$ cat config.mk
export PLATFORM = sky130hd
export DESIGN_NAME = rand_stim_gen
export DESIGN_NICKNAME = d
export VERILOG_FILES = /design/src/rtl/rand_stim_pkg.sv /design/src/rtl/lfsr32_xnor.sv /design/src/rtl/rand_stim_gen.sv
export SDC_FILE = /design/constraint.sdc
export NUM_CORES = 1
export LEC_CHECK = 0
export CAP_MARGIN = 30
export CORE_UTILIZATION = 61
export CTS_CLUSTER_DIAMETER = 120
export DETAILED_ROUTE_END_ITERATION = 10
export DONT_BUFFER_PORTS = 1
export MAX_ROUTING_LAYER = met4
export PLACE_DENSITY = 0.77
export SLEW_MARGIN = 20
export SYNTH_ARGS = -nofsm -noshare
export SYNTH_HDL_FRONTEND = slang
export SYNTH_SLANG_ARGS = --single-unit
$ cat constraint.sdc
create_clock -name clk -period 6.75 [get_ports clk]
set_input_delay 1.35 -clock clk [delete_from_list [all_inputs] [get_ports clk]]
set_output_delay 1.35 -clock clk [all_outputs]
set_load 0.02 [all_outputs]
$ cat src/rtl/rand_stim_pkg.sv
// Shared types, constants and the LFSR step function for rand_stim_gen.
// The step function is the single source of the XNOR-LFSR sequence.
package rand_stim_pkg;

  typedef enum logic [1:0] {
    ST_IDLE = 2'd0,
    ST_GAP  = 2'd1,
    ST_SEND = 2'd2
  } state_e;

  localparam int unsigned LFSR_W = 32;
  localparam logic [LFSR_W-1:0] DEFAULT_SEED = 32'hAE1F_B42C;

  // Zero-based bit positions for XNOR taps 32, 22, 2, 1.
  localparam int unsigned TAP_A = 31;
  localparam int unsigned TAP_B = 21;
  localparam int unsigned TAP_C = 1;
  localparam int unsigned TAP_D = 0;

  function automatic logic [LFSR_W-1:0] lfsr_next(input logic [LFSR_W-1:0] s);
    return {s[LFSR_W-2:0], ~^{s[TAP_A], s[TAP_B], s[TAP_C], s[TAP_D]}};
  endfunction

endpackage

$ cat src/rtl/lfsr32_xnor.sv
// 32-bit XNOR Fibonacci LFSR; advances one step when step_i is high.
// The all-ones state is the lock-up state and must never be used as SEED.
module lfsr32_xnor
  import rand_stim_pkg::*;
#(
  parameter logic [LFSR_W-1:0] SEED = DEFAULT_SEED
) (
  input  logic              clk,
  input  logic              rst,
  input  logic              step_i,
  output logic [LFSR_W-1:0] state_o
);

  logic [LFSR_W-1:0] state_q;
  logic [LFSR_W-1:0] state_d;

  always_comb begin
    state_d = state_q;
    if (step_i) begin
      state_d = lfsr_next(state_q);
    end
  end

  always_ff @(posedge clk) begin
    if (rst) begin
      state_q <= SEED;
    end else begin
      state_q <= state_d;
    end
  end

  assign state_o = state_q;

endmodule

$ cat src/rtl/rand_stim_gen.sv
// Pseudo-random valid/ready word source with random idle gaps before each word.
// Define RAND_STIM_LOG_EN to compile a simulation-only handshake/done logger.
module rand_stim_gen
  import rand_stim_pkg::*;
#(
  parameter int unsigned       WIDTH   = 16,
  parameter int unsigned       MIN_VAL = 0,
  parameter int unsigned       MAX_VAL = 255,
  parameter int unsigned       GAP_MAX = 3,
  parameter logic [LFSR_W-1:0] SEED    = DEFAULT_SEED
) (
  input  logic             clk,
  input  logic             rst,
  input  logic             start_i,
  input  logic [15:0]      len_i,
  output logic [WIDTH-1:0] data_o,
  output logic             valid_o,
  input  logic             ready_i,
  output logic             busy_o,
  output logic             done_o,
  output logic [15:0]      count_o
);

  localparam int unsigned GAP_W = (GAP_MAX > 0) ? $clog2(GAP_MAX + 1) : 1;
  localparam logic [31:0] GAP_MOD = 32'(GAP_MAX + 1);
  localparam logic [31:0] SPAN = 32'(MAX_VAL - MIN_VAL + 1);
  localparam logic [31:0] MIN_W = 32'(MIN_VAL);

  if (SEED == 32'hFFFF_FFFF) begin : gSeedCheck
    $error("rand_stim_gen: SEED 32'hFFFFFFFF locks up the XNOR LFSR");
  end
  if ((MIN_VAL > MAX_VAL) || ((64'(MAX_VAL) >> WIDTH) != 64'd0)) begin : gRangeCheck
    $error("rand_stim_gen: need MIN_VAL <= MAX_VAL < 2**WIDTH");
  end

  state_e            state_q, state_d;
  logic [WIDTH-1:0]  data_q, data_d;
  logic              valid_q, valid_d;
  logic              done_q, done_d;
  logic [15:0]       count_q, count_d;
  logic [15:0]       len_q, len_d;
  logic [GAP_W-1:0]  gapCnt_q, gapCnt_d;

  logic              lfsrStep;
  logic [LFSR_W-1:0] lfsrState;
  logic [LFSR_W-1:0] draw;
  logic [GAP_W-1:0]  gapDraw;
  logic [WIDTH-1:0]  dataDraw;
  logic              handshake;
  logic              lastWord;

  lfsr32_xnor #(
    .SEED(SEED)
  ) uLfsr (
    .clk    (clk),
    .rst    (rst),
    .step_i (lfsrStep),
    .state_o(lfsrState)
  );

  // A draw uses the post-step value; the LFSR only commits it when lfsrStep is set.
  assign draw      = lfsr_next(lfsrState);
  assign gapDraw   = GAP_W'(draw % GAP_MOD);
  assign dataDraw  = WIDTH'(MIN_W + (draw % SPAN));
  assign handshake = valid_q && ready_i;
  assign lastWord  = (count_q + 16'd1) == len_q;

  always_ff @(posedge clk) begin
    if (rst) begin
      state_q  <= ST_IDLE;
      data_q   <= '0;
      valid_q  <= 1'b0;
      done_q   <= 1'b0;
      count_q  <= '0;
      len_q    <= '0;
      gapCnt_q <= '0;
    end else begin
      state_q  <= state_d;
      data_q   <= data_d;
      valid_q  <= valid_d;
      done_q   <= done_d;
      count_q  <= count_d;
      len_q    <= len_d;
      gapCnt_q <= gapCnt_d;
    end
  end

  always_comb begin
    state_d = state_q;
    case (state_q)
      ST_IDLE: begin
        if (start_i && (len_i != 16'd0)) begin
          state_d = ST_GAP;
        end
      end
      ST_GAP: begin
        if (gapCnt_q == '0) begin
          state_d = ST_SEND;
        end
      end
      ST_SEND: begin
        if (handshake) begin
          state_d = lastWord ? ST_IDLE : ST_GAP;
        end
      end
      default: state_d = ST_IDLE;
    endcase
  end

  // Only one arm can step the LFSR in a cycle, which keeps the draw sequence deterministic.
  always_comb begin
    data_d   = data_q;
    valid_d  = valid_q;
    done_d   = 1'b0;
    count_d  = count_q;
    len_d    = len_q;
    gapCnt_d = gapCnt_q;
    lfsrStep = 1'b0;
    case (state_q)
      ST_IDLE: begin
        if (start_i) begin
          if (len_i != 16'd0) begin
            len_d    = len_i;
            count_d  = '0;
            gapCnt_d = gapDraw;
            lfsrStep = 1'b1;
          end else begin
            done_d = 1'b1;
          end
        end
      end
      ST_GAP: begin
        if (gapCnt_q != '0) begin
          gapCnt_d = gapCnt_q - GAP_W'(1);
        end else begin
          data_d   = dataDraw;
          valid_d  = 1'b1;
          lfsrStep = 1'b1;
        end
      end
      ST_SEND: begin
        if (handshake) begin
          count_d = count_q + 16'd1;
          valid_d = 1'b0;
          if (lastWord) begin
            done_d = 1'b1;
          end else begin
            gapCnt_d = gapDraw;
            lfsrStep = 1'b1;
          end
        end
      end
      default: ;
    endcase
  end

  assign data_o  = data_q;
  assign valid_o = valid_q;
  assign done_o  = done_q;
  assign count_o = count_q;
  assign busy_o  = (state_q != ST_IDLE);

`ifdef RAND_STIM_LOG_EN
  always @(posedge clk) begin
    if (!rst && handshake) begin
      $display("[%0t] [RAND_STIM] word %0d = %0d", $time, count_q + 16'd1, data_q);
    end
    if (!rst && done_q) begin
      $display("[%0t] [RAND_STIM] done", $time);
    end
  end
`endif

endmodule
== Word level (Yosys, flattened, before mapping) ==
Cells that the tools add are included.
Cells by class
  add/sub/neg operators: 2
  equal/unequal tests: 11
  mux-type cells: 29
  bitwise gates (word level): 1
  reductions and logical operators: 17
Operators by type and width (count)
  $mux W16: 3
  $pmux W16 S2: 1
  $add A16 B1 Y16 const B: 1
  $eq A16 B16 Y1: 1
  $mux W2: 8
  $ne A2 B2 Y1 const B: 8
  $reduce_bool A16 Y1: 1
  $mux W1: 12
  $pmux W2 S3: 2
  $reduce_and A3 Y1: 3
  $reduce_bool A2 Y1: 4
  $reduce_and A6 Y1: 1
  $logic_not A2 Y1: 2
  $pmux W1 S2: 2
  $reduce_and A4 Y1: 1
  $reduce_xnor A4 Y1: 1
  $pmux W1 S3: 1
  $reduce_bool A3 Y1: 1
  $eq A2 B1 Y1 const B: 1
  $eq A2 B2 Y1 const B: 1
  $logic_and A1 B1 Y1: 2
  $reduce_and A2 Y1: 1
  $sub A2 B1 Y2 const B: 1
  $not A1 Y1: 1
Storage, ports and cells
  flip-flop bits (word level): 78
  input port bits: 20

== Logic depth before layout (Yosys ltp) ==
  word-level depth: 5
  gate-level depth with buffers: 11
  depth with buffers taken out: 8

== Modules after synthesis ==
Synthesis repeated with hierarchy kept, for this count alone.
Second synthesis, totals
  cell total of the unflattened synthesis: 423
  area total of the unflattened synthesis: 3754.9 sq um
Modules (own cells, without submodules)
  rand_stim_gen: instances 1, cells an instance 315, area each 2563.7 sq um
  lfsr32_xnor: instances 1, cells an instance 108, area each 1191.1 sq um

== Least setup slack after synthesis ==
No wires, ideal clock.
  path kind: input to register
  from: in len_i[3]
  to: reg uLfsr.state_q[12] (netlist: uLfsr.state_o[12])
  library setup time: 0.072 ns
  arrival time: 3.074 ns
  required time: 6.678 ns
  path slack: 3.604 ns
  cell stages on the path: 9
  path buffers: 2
  cell sequence: nor4_1 > nand4_1 > nand2_1 > or2_2 > clkbuf_1 > nand2_1 > a21oi_4 > buf_8 > mux2i_1
Between the ends
  cells in the longest elaborated chain, start to end: 4
Ends and longest elaborated chain
  from (decl): line rand_stim_gen.sv:15  | input logic [15:0] len_i,
  $reduce_bool A16 Y1: line rand_stim_gen.sv:122  | if (len_i != 16'd0) begin
  $mux W1: line rand_stim_gen.sv:122
  $mux W1: line rand_stim_gen.sv:121  | if (start_i) begin
  $pmux W1 S3: line rand_stim_gen.sv:119  | case (state_q)
  to (signal assigned): line lfsr32_xnor.sv:28  | state_q <= state_d;
  to (decl): line lfsr32_xnor.sv:14  | logic [LFSR_W-1:0] state_q;
Every way passes these cells.
A chain may end at the register's enable or synchronous reset.

== Worst setup path in the final report ==
  from: reg count_q[6] (netlist: count_o[6])
  to: reg uLfsr.state_q[11] (netlist: uLfsr.state_o[11])
Between the ends
  cells in the longest elaborated chain, start to end: 5
Ends and longest elaborated chain
  from (decl): line rand_stim_gen.sv:40  | logic [15:0] count_q, count_d;
  from (signal assigned): line rand_stim_gen.sv:82  | count_q <= count_d;
  $add A16 B1 Y16: line rand_stim_gen.sv:66  | assign lastWord = (count_q + 16'd1) == len_q;
  $eq A16 B16 Y1: line rand_stim_gen.sv:66
  $mux W1: line rand_stim_gen.sv:145  | if (lastWord) begin
  $mux W1: line rand_stim_gen.sv:142  | if (handshake) begin
  $pmux W1 S3: line rand_stim_gen.sv:119
Every way passes these cells.

==> run_results.csv <==
group,metric,value,unit
clocking,cts.reportedPaths.clkPinSlew,80,ps
global_routing,grt_pass1_wl,14000,µm
route,drt_pre_antenna_iters,5,
layout,fin_nets,460,
clocking,cts-root-buf,"clkbuf_8",
yosys,yosys.area.top_type,"dfxtp_1",
placement,hpwl,6050,µm
yosys,synthDistinctLibCells,59,
power_and_ir_drop,netSwitchingFraction,0.331,
timing,setup_violations,0,
clocking,clockBufferDepth,2,
yosys,ys_warn_count,0,
clocking,cts_sinks,78,
yosys,yosysMostFrequentCell,"dfxtp_1",
global_routing,met3_usage,0.0769,
yosys,seq_area_frac_synth,0.397,
route,dr.first_iter.drc_count,290,
yosys,synth_area,3930,µm²
global_routing,grt_util_met2,0.407,
worst_setup_path,reg2reg_to,"uLfsr.state_o[11]",
yosys,async_flop_share,0,
route,vias,3225,
timing,min_period,3670,ps
yosys,ys_seq_elements,78,
timing,hold_viol,0,
yosys,synth_area_per_cell,8.57,µm²
worst_setup_path,crit_fanout,17,
yosys,synth_top_area_frac,0.397,
power_and_ir_drop,pwr-share-comb,0.262,
yosys,synth-edff-count,0,
worst_setup_path,critPathLaunch,"count_o[6]",
global_routing,grt_max_degree,71,
yosys,ys_top_cells_by_count,"dfxtp_1 (78), nor2_1 (63), nand2_1 (53)",
route,finalWirelength,8820,µm
route,drtAntennaViolNets,0,
clocking,cts_tree,"done",
layout,syn_to_final_growth,2.83,%
clocking,htreeDepth,3,
worst_setup_path,reg2reg_slack,3080,ps
floorplan,die_width,82.3,µm
hold_path,hold_path_class,"reg2reg",
global_routing,top_usage_layer,"met2",
timing,max_slew.worst_pin.slew,821,ps
power_and_ir_drop,p_total,1.35,mW
floorplan,dieArea,6770,µm²
timing,fmax,273,MHz
clocking,cts_made_buffers,9,
global_routing,grt_usage,0.285,
route,drc,0,
timing,drv_slew,0,
worst_setup_path,rr_worst_depth,7,
power_and_ir_drop,power_frac_clock,0.277,
worst_setup_path,cp-end-kind,"flip-flop",
clocking,hold_buffers,0,
timing,clock_skew,10.5,ps
floorplan,io_pins,55,
clocking,post_cts_buffers,0,
worst_setup_path,crit_end,"uLfsr.state_o[11]",
floorplan,start_util,0.649,
power_and_ir_drop,p_per_area,334,nW/µm²
worst_setup_path,start_kind,"flip-flop",
floorplan,rows,28,
timing,setup_tns,0,ps
job,drv_cap,0,
placement,numPortBuffers,0,
worst_setup_path,cp.arrival,3930,ps
yosys,synth_ff_type,"dfxtp_1",
power_and_ir_drop,p_leak,1.61,nW
yosys,synth_area_leaders,"dfxtp_1 (40%), mux2i_1 (12%), nor2_1 (6.0%)",
power_and_ir_drop,seqPwrFrac,0.460,
worst_setup_path,r2r_start,"count_o[6]",
global_routing,overflow,0,
yosys,syn_inst,459,
route,drt-wirelength-per-cell,17.1,µm
worst_setup_path,critPathKind,"reg2reg",
floorplan,die_h,82.3,µm
placement,gp_congestion,0.885,
worst_setup_path,crit_required,7010,ps
timing,rsz0062_at_grt,"no",
route,viasPerCell,6.24,
clocking,clkLatencyLatePin,350,ps
floorplan,coreArea,6060,µm²
power_and_ir_drop,p_int,905,µW
power_and_ir_drop,worst_ir_drop_vdd,0.214,mV
layout,antennaDiodeCount,0,
layout,drive_gt1_frac,0.0633,
timing,slew_headroom,0.452,
global_routing,met1_usage,0.388,
global_routing,antenna_found_initial,0,
clocking,post_cts_resized,0,
status,status,"completed",
power_and_ir_drop,p_sw,448,µW
global_routing,grt_pass1_vias,2846,
timing,fin_crit_sh,0.543,
-- stage by stage --
| stage | hold slack, ps | utilization | cell area [µm²] | setup WS, ps | std cells |
|---|---|---|---|---|---|
| 6_report | 458 | 0.667 | 4040 | 3080 | 517 |
| 5_1_grt | 475 | 0.667 | 4040 | 2830 | 517 |
| 3_5_place_dp | 437 | 0.632 | 3830 | 3060 | 502 |
| 3_3_place_gp | 438 | 0.632 | 3830 | 3220 | 502 |
| 4_1_cts | 455 | 0.667 | 4040 | 3100 | 517 |
| 2_1_floorplan | 432 | - | 3960 | 3600 | 466 |
-- power by group through the flow --
stage | combinational (mW) | sequential, mW | clock [mW]
after floorplan | 0.326 | 0.612 | 0
after global placement | 0.337 | 0.628 | 0
final | 0.355 | 0.623 | 0.375
after global routing | 0.392 | 0.633 | 0.401
after CTS | 0.353 | 0.621 | 0.380
after detailed placement | 0.352 | 0.630 | 0
-- critical path, stage by stage (launching register included) --
cell and delay (ps):
dfxtp_1 630, nand4_1 550, or4_1 660, a222oi_1 330, and4_1 310, nand4_4 180, a21oi_4 630, mux2i_1 290
-- layer usage --
metal  vias up  wire length [µm]
li1       1547                 -
met1      1508              3970
met2       151              3870
met3        19               830
met4         0               144
met5         -                 0
-- cell families (layout without fill, tap and decap cells) --
family / count (synthesis) / in the layout / share of synthesized area
buffers and inverters: 48 / 24 / 0.0646
flip-flops: 78 / 78 / 0.397
multiplexers: 49 / 49 / 0.125
AND/OR/NAND/NOR: 184 / 184 / 0.238
other: 1 / 8 / 0.000954
XOR/XNOR: 21 / 21 / 0.0468
AO/OA/AOI/OAI: 76 / 76 / 0.122
adder cells (fa/ha/maj): 2 / 2 / 0.00636
-- registers in the layout, summed over array words and instances (netlist names) --
register	count
data_o	8
state_q	2
done_o	1
len_q	16
valid_o	1
uLfsr.state_o	32
gapCnt_q	2
count_o	16
-- layout make-up --
| type | instances | area (µm²) |
|---|---|---|
| multi-input combinational | 340 | 2140 |
| inverter | 9 | 33.8 |
| tap | 75 | 93.8 |
| sequential | 78 | 1560 |
| clock buffer | 10 | 128 |
| fill | 510 | 2020 |
| clock inverter | 5 | 83.8 |
-- how the worst min path moves through the flow --
stage                startpoint        end  slack, ps  depth (start not counted)
5_1_grt        uLfsr.state_o[6]  data_o[7]        480                          2
3_5_place_dp   uLfsr.state_o[6]  data_o[7]        440                          2
3_3_place_gp   uLfsr.state_o[2]  data_o[3]        440                          2
6_report       uLfsr.state_o[6]  data_o[7]        460                          2
4_1_cts        uLfsr.state_o[2]  data_o[3]        450                          2
2_1_floorplan  uLfsr.state_o[6]  data_o[7]        430                          2
-- cells in the final DEF, fill, tap and decap left out, drive strengths merged, types with 2 or more instances in the layout --
| cell type | n |
|---|---|
| o211ai | 2 |
| nor4b | 2 |
| nor3 | 3 |
| dfxtp | 78 |
| nand3 | 11 |
| o21ai | 21 |
| bufinv | 2 |
| o31ai | 2 |
| inv | 10 |
| a31oi | 5 |
| nand4 | 10 |
| clkbuf | 10 |
| ha | 2 |
| o31a | 2 |
| a21oi | 28 |
| nand3b | 2 |
| nor2b | 2 |
| or3 | 4 |
| clkinvlp | 2 |
| or2 | 3 |
| nor2 | 63 |
| xor2 | 6 |
| nand2b | 6 |
| mux2i | 49 |
| nand2 | 54 |
| a211oi | 2 |
| and4 | 4 |
| nor4 | 8 |
| and3 | 2 |
| a2111oi | 2 |
| conb | 8 |
| xnor2 | 15 |
| or4 | 5 |
| and2 | 3 |
No activity file was read; power rests on OpenSTA's default activity.
